[src/rtl/cpu_pkg.sv]
// cpu_pkg: shared widths and fetch FSM state encoding for the CPU front end.
package cpu_pkg;
    localparam int WORD_W = 16;
    localparam int ADDR_W = 16;
    typedef enum logic [1:0] {IDLE, WAIT, DISCARD} fetch_state_t;
endpackage

[src/rtl/cpu_fetch_fifo.sv]
// cpu_fetch_fifo: circular instruction buffer with synchronous flush.
module cpu_fetch_fifo #(
    parameter int DEPTH = 2,
    parameter int WIDTH = 32
) (
    input  logic                         clk,
    input  logic                         rst,
    input  logic                         push,
    input  logic                         pop,
    input  logic                         flush,
    input  logic [WIDTH-1:0]             din,
    output logic [WIDTH-1:0]             dout,
    output logic                         empty,
    output logic                         full,
    output logic [$clog2(DEPTH+1)-1:0]   count
);
    localparam int PW = DEPTH > 1 ? $clog2(DEPTH) : 1;
    localparam int CW = $clog2(DEPTH + 1);
    localparam logic [PW-1:0] LAST = PW'(DEPTH - 1);
    localparam logic [CW-1:0] FULL_CNT = CW'(DEPTH);

    logic [WIDTH-1:0] mem [DEPTH];
    logic [PW-1:0]    rd_ptr, wr_ptr;
    logic             do_push, do_pop;

    assign do_push = push & ~full;
    assign do_pop  = pop & ~empty;
    assign empty   = count == '0;
    assign full    = count == FULL_CNT;
    assign dout    = mem[rd_ptr];

    // Flush shares the reset path so it wins over any same-cycle push or pop.
    always_ff @(posedge clk) begin
        if (rst | flush) begin
            rd_ptr <= '0;
            wr_ptr <= '0;
            count  <= '0;
        end else begin
            if (do_push) wr_ptr <= wr_ptr == LAST ? '0 : wr_ptr + 1'b1;
            if (do_pop) rd_ptr <= rd_ptr == LAST ? '0 : rd_ptr + 1'b1;
            count <= count + CW'(do_push) - CW'(do_pop);
        end
    end

    always_ff @(posedge clk) begin
        if (do_push) mem[wr_ptr] <= din;
    end
endmodule

[src/rtl/cpu_fetch.sv]
// cpu_fetch: instruction fetch unit driving the memory controller fetch port,
// with wait handling, redirect/discard of in-flight accesses and a decode FIFO.
module cpu_fetch
    import cpu_pkg::*;
#(
    parameter logic [ADDR_W-1:0] RESET_PC   = 16'h0000,
    parameter int                FIFO_DEPTH = 2
) (
    input  logic              clk,
    input  logic              rst,
    output logic              fetch_en,
    output logic [ADDR_W-1:0] fetch_addr,
    output logic              fetch_re,
    input  logic [WORD_W-1:0] fetch_data_i,
    input  logic              fetch_wait_i,
    input  logic              mem_req_i,
    output logic              fetch_busy_o,
    input  logic              redirect_i,
    input  logic [ADDR_W-1:0] redirect_pc_i,
    output logic [WORD_W-1:0] instr_o,
    output logic [ADDR_W-1:0] instr_pc_o,
    output logic              instr_valid_o,
    input  logic              instr_ready_i
);
    localparam int CW = $clog2(FIFO_DEPTH + 1);

    fetch_state_t      state, state_nx;
    logic [ADDR_W-1:0] pc, req_addr;
    logic              issue_ok, push, pop;
    logic              fifo_empty, fifo_full;
    logic [CW-1:0]     fifo_count;

    // Room is judged on the current count only; a same-cycle pop does not help.
    assign issue_ok = ~rst & ~mem_req_i & ~redirect_i & ~fifo_full;
    assign pop      = instr_ready_i & ~fifo_empty;

    always_ff @(posedge clk) begin
        if (rst) state <= IDLE;
        else     state <= state_nx;
    end

    always_comb begin
        state_nx = state == IDLE ? (issue_ok & fetch_wait_i ? WAIT : IDLE)
                 : state == WAIT ? (~fetch_wait_i ? IDLE : redirect_i ? DISCARD : WAIT)
                 : (~fetch_wait_i ? IDLE : DISCARD);
    end

    always_comb begin
        fetch_en     = state == IDLE ? issue_ok : 1'b1;
        fetch_addr   = state == IDLE ? pc : req_addr;
        fetch_re     = fetch_en;
        fetch_busy_o = state != IDLE;
        push         = state == IDLE ? issue_ok & ~fetch_wait_i
                     : state == WAIT & ~fetch_wait_i & ~redirect_i;
    end

    always_ff @(posedge clk) begin
        if (rst) begin
            pc       <= RESET_PC;
            req_addr <= RESET_PC;
        end else begin
            if (redirect_i) pc <= redirect_pc_i;
            else if (push)  pc <= pc + 1'b1;
            if (state == IDLE & issue_ok & fetch_wait_i) req_addr <= pc;
        end
    end

    cpu_fetch_fifo #(
        .DEPTH (FIFO_DEPTH),
        .WIDTH (ADDR_W + WORD_W)
    ) u_fifo (
        .clk   (clk),
        .rst   (rst),
        .push  (push),
        .pop   (pop),
        .flush (redirect_i),
        .din   ({fetch_addr, fetch_data_i}),
        .dout  ({instr_pc_o, instr_o}),
        .empty (fifo_empty),
        .full  (fifo_full),
        .count (fifo_count)
    );

    assign instr_valid_o = fifo_count != '0;
endmodule

[config.mk]
export PLATFORM = sky130hd
export DESIGN_NAME = cpu_fetch
export DESIGN_NICKNAME = d
export VERILOG_FILES = /design/src/rtl/cpu_pkg.sv /design/src/rtl/cpu_fetch_fifo.sv /design/src/rtl/cpu_fetch.sv
export SDC_FILE = /design/constraint.sdc
export NUM_CORES = 1
export LEC_CHECK = 0
export ABC_CLOCK_PERIOD_IN_PS = 6700
export CAP_MARGIN = 10
export CORE_AREA = 2 2 161 84
export DETAILED_ROUTE_END_ITERATION = 8
export DIE_AREA = 0 0 163 86
export PLACE_DENSITY = 0.64
export SYNTH_ARGS = -nofsm -noshare
export SYNTH_HDL_FRONTEND = slang
export SYNTH_HIERARCHICAL = 1
export SYNTH_SLANG_ARGS = --single-unit
export TNS_END_PERCENT = 1
[constraint.sdc]
create_clock -name clk -period 6.7 [get_ports clk]
set_input_delay 0.67 -clock clk [delete_from_list [all_inputs] [get_ports clk]]
set_output_delay 0.67 -clock clk [all_outputs]
set_load 0.005 [all_outputs]
* Yosys cells after proc, flatten, opt, wreduce, memory -nomap -nowiden
Memories as Yosys holds them, arrays and structs flattened. A register that Yosys moved wholly into a read port is not among the register bits. Index checks and enable logic that the tools add are counted.
Storage, ports and cells: flip-flop bits (word level) 38, bits in latches 0, memory bits (writable) 64, bits in read-only memories 0, input port bits 38, output and inout port bits 52, memories kept 1
Memories:
- u_fifo.mem | words 2, bits a word 32, read ports 1, clocked after Yosys merged registers in 1, write ports 1, RTL line cpu_fetch_fifo.sv:22 | logic [WIDTH-1:0] mem [DEPTH];
Cells by class: $add $sub $neg 5, $mul 0, divide/modulo/power cells 0, $lt $le $gt $ge 0, equality and inequality tests 2, shift-type cells 0, mux-type cells 17, bitwise operators 19, reductions and logical operators 5
Operators with widths (count):
- 2-to-1 mux 16 bit | 3
- adder 16 x 1 -> 16 bit, second input constant | 1
- bitwise AND 1 bit | 12
- 2-to-1 mux 2 bit | 5
- 2-to-1 mux 1 bit | 9
- NOT 1 bit | 6
- nonzero test 2 bit | 3
- logical NOT 2 bit | 2
- adder 1 bit, second input constant | 2
- adder 2 x 1 -> 2 bit | 1
- equality test 2 x 1 -> 1 bit, second input constant | 1
- equality test 2 bit, second input constant | 1
- subtractor 2 x 1 -> 2 bit | 1
- OR 1 bit | 1

* Depth between registers and ports, before layout
depth in word-level cells 9, gate-level depth with buffers 12

* Modules after synthesis
Netlist, hierarchy kept.
By module, submodules not included:
- cpu_fetch_fifo | instances 1, cells an instance 127, area an instance 2560.0 µm², sequential area each 2021.9 µm²
- cpu_fetch | instances 1, cells an instance 195, area an instance 1798.0 µm², sequential area each 680.7 µm²

* Worst setup path before layout
No wires, ideal clock.
path type input to register, from input rst, to memory u_fifo.mem[0][0], enable pin, library setup time 0.421 ns, arrival time 2.754 ns, slack 3.525 ns, cell stages on the path 6, path through buf_6 nor3_4 o21ai_2 nor2_1 nand2_1 nor2_1
Between the ends: cells in the longest elaborated chain, start to end 9
Ends and longest elaborated chain:
- start, declared | RTL line cpu_fetch.sv:10 | input logic rst,
- NOT 1 bit | RTL line cpu_fetch.sv:34 | assign issue_ok = ~rst & ~mem_req_i & ~redirect_i & ~fifo_full;
- bitwise AND 1 bit (3 in a row) | RTL line cpu_fetch.sv:34
- bitwise AND 1 bit | RTL line cpu_fetch.sv:53 | push = state == IDLE ? issue_ok & ~fetch_wait_i
- 2-to-1 mux 1 bit | RTL line cpu_fetch.sv:53
- net push | RTL line cpu_fetch.sv:29 | logic issue_ok, push, pop;
- bitwise AND 1 bit | RTL line cpu_fetch_fifo.sv:26 | assign do_push = push & ~full;
- 2-to-1 mux 1 bit | RTL line cpu_fetch_fifo.sv:46 | if (do_push) mem[wr_ptr] <= din;
- 2-to-1 mux 1 bit (implied by the code) | RTL line cpu_fetch_fifo.sv:46
- end, declared | RTL line cpu_fetch_fifo.sv:22
The timed path passes the listed nets, and every way through them passes these cells.

* Worst setup path in the final report
from register state[0], to output fetch_addr[7]
Between the ends: cells in the longest elaborated chain, start to end 2
Ends and longest elaborated chain:
- start, declared | RTL line cpu_fetch.sv:27 | fetch_state_t state, state_nx;
- start signal, assigned | RTL line cpu_fetch.sv:39 | else state <= state_nx;
- logical NOT 2 bit | RTL line cpu_fetch.sv:50 | fetch_addr = state == IDLE ? pc : req_addr;
- 2-to-1 mux 16 bit | RTL line cpu_fetch.sv:50
- end, declared | RTL line cpu_fetch.sv:12 | output logic [ADDR_W-1:0] fetch_addr,
Every way passes these cells.

==> tab_implementation.tex <==
\begin{tabular}{lr}
\hline
Metric & Value \\
\hline
\multicolumn{2}{l}{\textbf{STA}} \\
Share of the clock period used by the worst path & 0.477 \\
Post-route minimum period & 3.19 ns \\
Setup repair after global routing missed its margin & false \\
Achievable clock frequency & 313 MHz \\
Fin Setup TNS & 0 ns \\
Hold Vio Cnt, Final & 0 \\
Max transition margin & 0.332 \\
Slew Limit Fails & 0 \\
Finish-stage setup viols & 0 \\
Least-Margin Pin Slew & 0.999 ns \\
Clock tree skew after final layout & 0.00628 ns \\
Final worst setup slack & 3.51 ns \\
\multicolumn{2}{l}{\textbf{Clocking}} \\
CTS H-Tree Depth & 3 \\
Number of setup buffers added after CTS & 0 \\
Clock sinks & 103 \\
Clock tree from TritonCTS & yes \\
Maximum buffer depth of the clock tree & 2 \\
Hold buffers post-CTS & 0 \\
Clock transition at the register clock pins on the worst setup and hold paths after CTS & 0.06 ns \\
Clock latency on the worst-skew pair & 0.34 ns \\
Cell at the root of the clock tree & sky130\_fd\_sc\_hd\_\_clkbuf\_16 \\
Gates resized, CTS repair & 0 \\
Clock buffer count from CTS & 9 \\
\multicolumn{2}{l}{\textbf{Critical path}} \\
Data arrival time of the critical path & 2.52 ns \\
Worst reg2reg setup slack & 4.18 ns \\
CP Max Fanout & 18 \\
Element type at the critical path start & flip-flop \\
Depth of the worst register-to-register path & 4 \\
RR Endpoint & req\_addr[7] \\
Start-to-end type of the worst setup path & reg2out \\
R2r startpoint & state[0] \\
Endpoint required time on the critical path & 6.03 ns \\
Critical path capture point type & output pin \\
\multicolumn{2}{l}{\textbf{Drt}} \\
DR vias & 2,776 \\
Initial detailed-routing violation count & 96 \\
Count of TritonRoute iterations in the first routing pass & 4 \\
Total Routed Length & 8560 microns \\
Detail Route Antenna Nets & 0 \\
Mean routed wirelength per cell & 14.7 microns \\
DRC violations left & 0 \\
Routed vias/inst & 4.77 \\
\multicolumn{2}{l}{\textbf{Floorplan}} \\
Overall die width & 163 microns \\
Die Outline Area & 14,000 sq um \\
IO Count & 90 \\
Initial core utilization & 0.348 \\
Vertical die dimension & 86 microns \\
Number of rows created at floorplan & 29 \\
Placeable Area & 12,500 sq um \\
\multicolumn{2}{l}{\textbf{Layout}} \\
Layout Utilization & 0.453 \\
Antenna Diode Count & 0 \\
Total non-filler cell area in the finished layout & 5680 sq um \\
Area added between synthesis and finish & 30.2\% \\
Fraction of final layout cells with drive strength greater than 1 & 0.107 \\
Total Nets Final & 448 \\
Filler Cells Inserted & 1,125 \\
\multicolumn{2}{l}{\textbf{GRT}} \\
Total Routing Usage GR & 0.123 \\
Pin count of the biggest net entering global routing & 41 \\
Vias in the first global route & 2,600 \\
Antenna violations before repair & 0 \\
Total congestion overflow after global routing & 0 \\
Global-route wire length before repair & 13,200 microns \\
\multicolumn{2}{l}{\textbf{Min path}} \\
Number of cells traversed by the worst hold path & 1 \\
Hold Crit Class & reg2reg \\
Hold path startpoint & state[1] \\
Capture endpoint of the worst hold path & state[0] \\
\multicolumn{2}{l}{\textbf{Yosys}} \\
Netlist area before placement & 4360 sq um \\
Fraction of post-synthesis cell area in the top cell type by area & 0.441 \\
Fraction of the yosys area taken by sequential cells & 0.620 \\
Top post-synthesis cells by area & sky130\_fd\_sc\_hd\_\_edfxtp\_1 44\%, sky130\_fd\_sc\_hd\_\_dfxtp\_1 18\%, sky130\_fd\_sc\_hd\_\_mux2\_1 7.8\% \\
Register bit count reported by yosys & 103 \\
YS warnings & 6 \\
Post-synthesis cell type count & 45 \\
Syn Inst Count & 322 \\
Post-synth EDFFs & 64 \\
Main synth FF type & sky130\_fd\_sc\_hd\_\_edfxtp\_1 \\
Post-synthesis average cell area & 13.5 sq um \\
Mapped Nets & 363 \\
Async set-or-reset flop fraction in the synthesized netlist & 0 \\
Post-synthesis cell type with the largest combined area & sky130\_fd\_sc\_hd\_\_edfxtp\_1 \\
\multicolumn{2}{l}{\textbf{Power}} \\
Static power due to leakage & 2.09 nW \\
Peak supply drop & 0.000132 V \\
Pwr Density & 233 nW/um\^{}2 \\
\multicolumn{2}{l}{\textbf{Status}} \\
Status & complete, no violations \\
\multicolumn{2}{l}{\textbf{Place}} \\
HPWL after detailed placement & 5800 microns \\
Routability congestion estimate from global placement & 0.748 \\
DP Area & 5370 sq um \\
Port buffer count & 89 \\
Pre-CTS setup slack & 3.37 ns \\
\multicolumn{2}{l}{\textbf{Flow run}} \\
Maxcap violations & 0 \\
\hline
\end{tabular}
[per-stage QoR]
stage | cells | power [mW] | hold WS (ns)
2_1_floorplan | 322 | 0.755 | 0.443
3_3_place_gp | 566 | 0.816 | 0.471
3_5_place_dp | 566 | 0.817 | 0.479
4_1_cts | 582 | 1.34 | 0.494
5_1_grt | 582 | 1.37 | 0.520
6_report | 582 | 1.32 | 0.491
[cell type report]
type	instances	area, sq um	area share
inverter	9	33.8	0.00595
clock buffer	9	225	0.0397
multi-input combinational	194	1530	0.269
timing repair buffer	90	898	0.158
sequential	103	2700	0.476
tap	170	213	0.0375
clock inverter	7	76.3	0.0134
[sequential cells by signal, indices dropped and copies added, names as in the netlist, named ones only]
signal         flops
u_fifo/wr_ptr      1
state              2
pc                16
u_fifo/mem        64
u_fifo/rd_ptr      1
u_fifo/count       2
req_addr          16
[worst max-delay path, cell delays in order, from the launching register on]
cell,delay [ns]
sky130_fd_sc_hd__dfxtp_1,0.41
sky130_fd_sc_hd__nor2_2,0.73
sky130_fd_sc_hd__inv_1,0.16
sky130_fd_sc_hd__o21ai_0,0.30
sky130_fd_sc_hd__clkdlybuf4s50_1,0.57
[metal layers]
layer	global-route usage	vias to the layer above	routed length [microns]
met1	0.160	1347	4080
li1	-	1377	-
met4	0.0434	0	117
met5	0	-	0
met3	0.0319	11	325
met2	0.200	41	4030
[power breakdown]
part / switching (mW) / internal (mW) / total [mW]
clock: 0.229 / 0.294 / 0.522
combinational: 0.0419 / 0.0592 / 0.101
sequential: 0.0132 / 0.687 / 0.700
total: 0.284 / 1.04 / 1.32
[cell usage after synthesis, types with 4 or more instances]
master / count
sky130_fd_sc_hd__mux2i_1: 18
sky130_fd_sc_hd__mux2_1: 30
sky130_fd_sc_hd__edfxtp_1: 64
sky130_fd_sc_hd__o21a_1: 4
sky130_fd_sc_hd__or3_1: 4
sky130_fd_sc_hd__a21oi_1: 5
sky130_fd_sc_hd__o31ai_1: 5
sky130_fd_sc_hd__buf_6: 5
sky130_fd_sc_hd__o21ai_0: 4
sky130_fd_sc_hd__a311oi_1: 7
sky130_fd_sc_hd__dfxtp_1: 39
sky130_fd_sc_hd__nand2_1: 10
sky130_fd_sc_hd__a211oi_1: 4
sky130_fd_sc_hd__inv_1: 9
sky130_fd_sc_hd__mux2_2: 17
sky130_fd_sc_hd__xnor2_1: 6
sky130_fd_sc_hd__clkbuf_1: 7
sky130_fd_sc_hd__or4_1: 6
sky130_fd_sc_hd__nand3_1: 4
sky130_fd_sc_hd__nor2_1: 35
[layout by cell type, fill, tap and decap left out, types with 5 or more instances in the layout]
cell,count
sky130_fd_sc_hd__xnor2_1,6
sky130_fd_sc_hd__clkbuf_16,9
sky130_fd_sc_hd__mux2i_1,18
sky130_fd_sc_hd__a21oi_1,5
sky130_fd_sc_hd__clkdlybuf4s50_1,89
sky130_fd_sc_hd__o31ai_1,5
sky130_fd_sc_hd__inv_1,9
sky130_fd_sc_hd__or4_1,6
sky130_fd_sc_hd__edfxtp_1,64
sky130_fd_sc_hd__a311oi_1,7
sky130_fd_sc_hd__mux2_2,17
sky130_fd_sc_hd__mux2_1,30
sky130_fd_sc_hd__nor2_1,34
sky130_fd_sc_hd__dfxtp_1,38
sky130_fd_sc_hd__nand2_1,10
[worst max path at each step]
| stage | startpoint | end | slack, ns | cells past startpoint |
|---|---|---|---|---|
| after CTS | state[0] | fetch_addr[7] | 3.47 | 4 |
| final | state[0] | fetch_addr[7] | 3.51 | 4 |
| after global placement | rst | u_fifo/mem[0][10] | 3.39 | 7 |
| after detailed placement | rst | u_fifo/mem[0][8] | 3.37 | 7 |
| after global routing | state[0] | fetch_addr[7] | 3.29 | 4 |
| after floorplan | rst | u_fifo/mem[0][0] | 3.52 | 6 |
[kinds of logic after synthesis]
kind of cell	after synthesis	synth area share
flops	103	0.620
simple gates	78	0.0925
mux	65	0.163
compound gates	40	0.0680
buf+inv	25	0.0319
xor+xnor	8	0.0161
fa+ha+maj	3	0.00861
No activity file was read; power rests on OpenSTA's default activity.
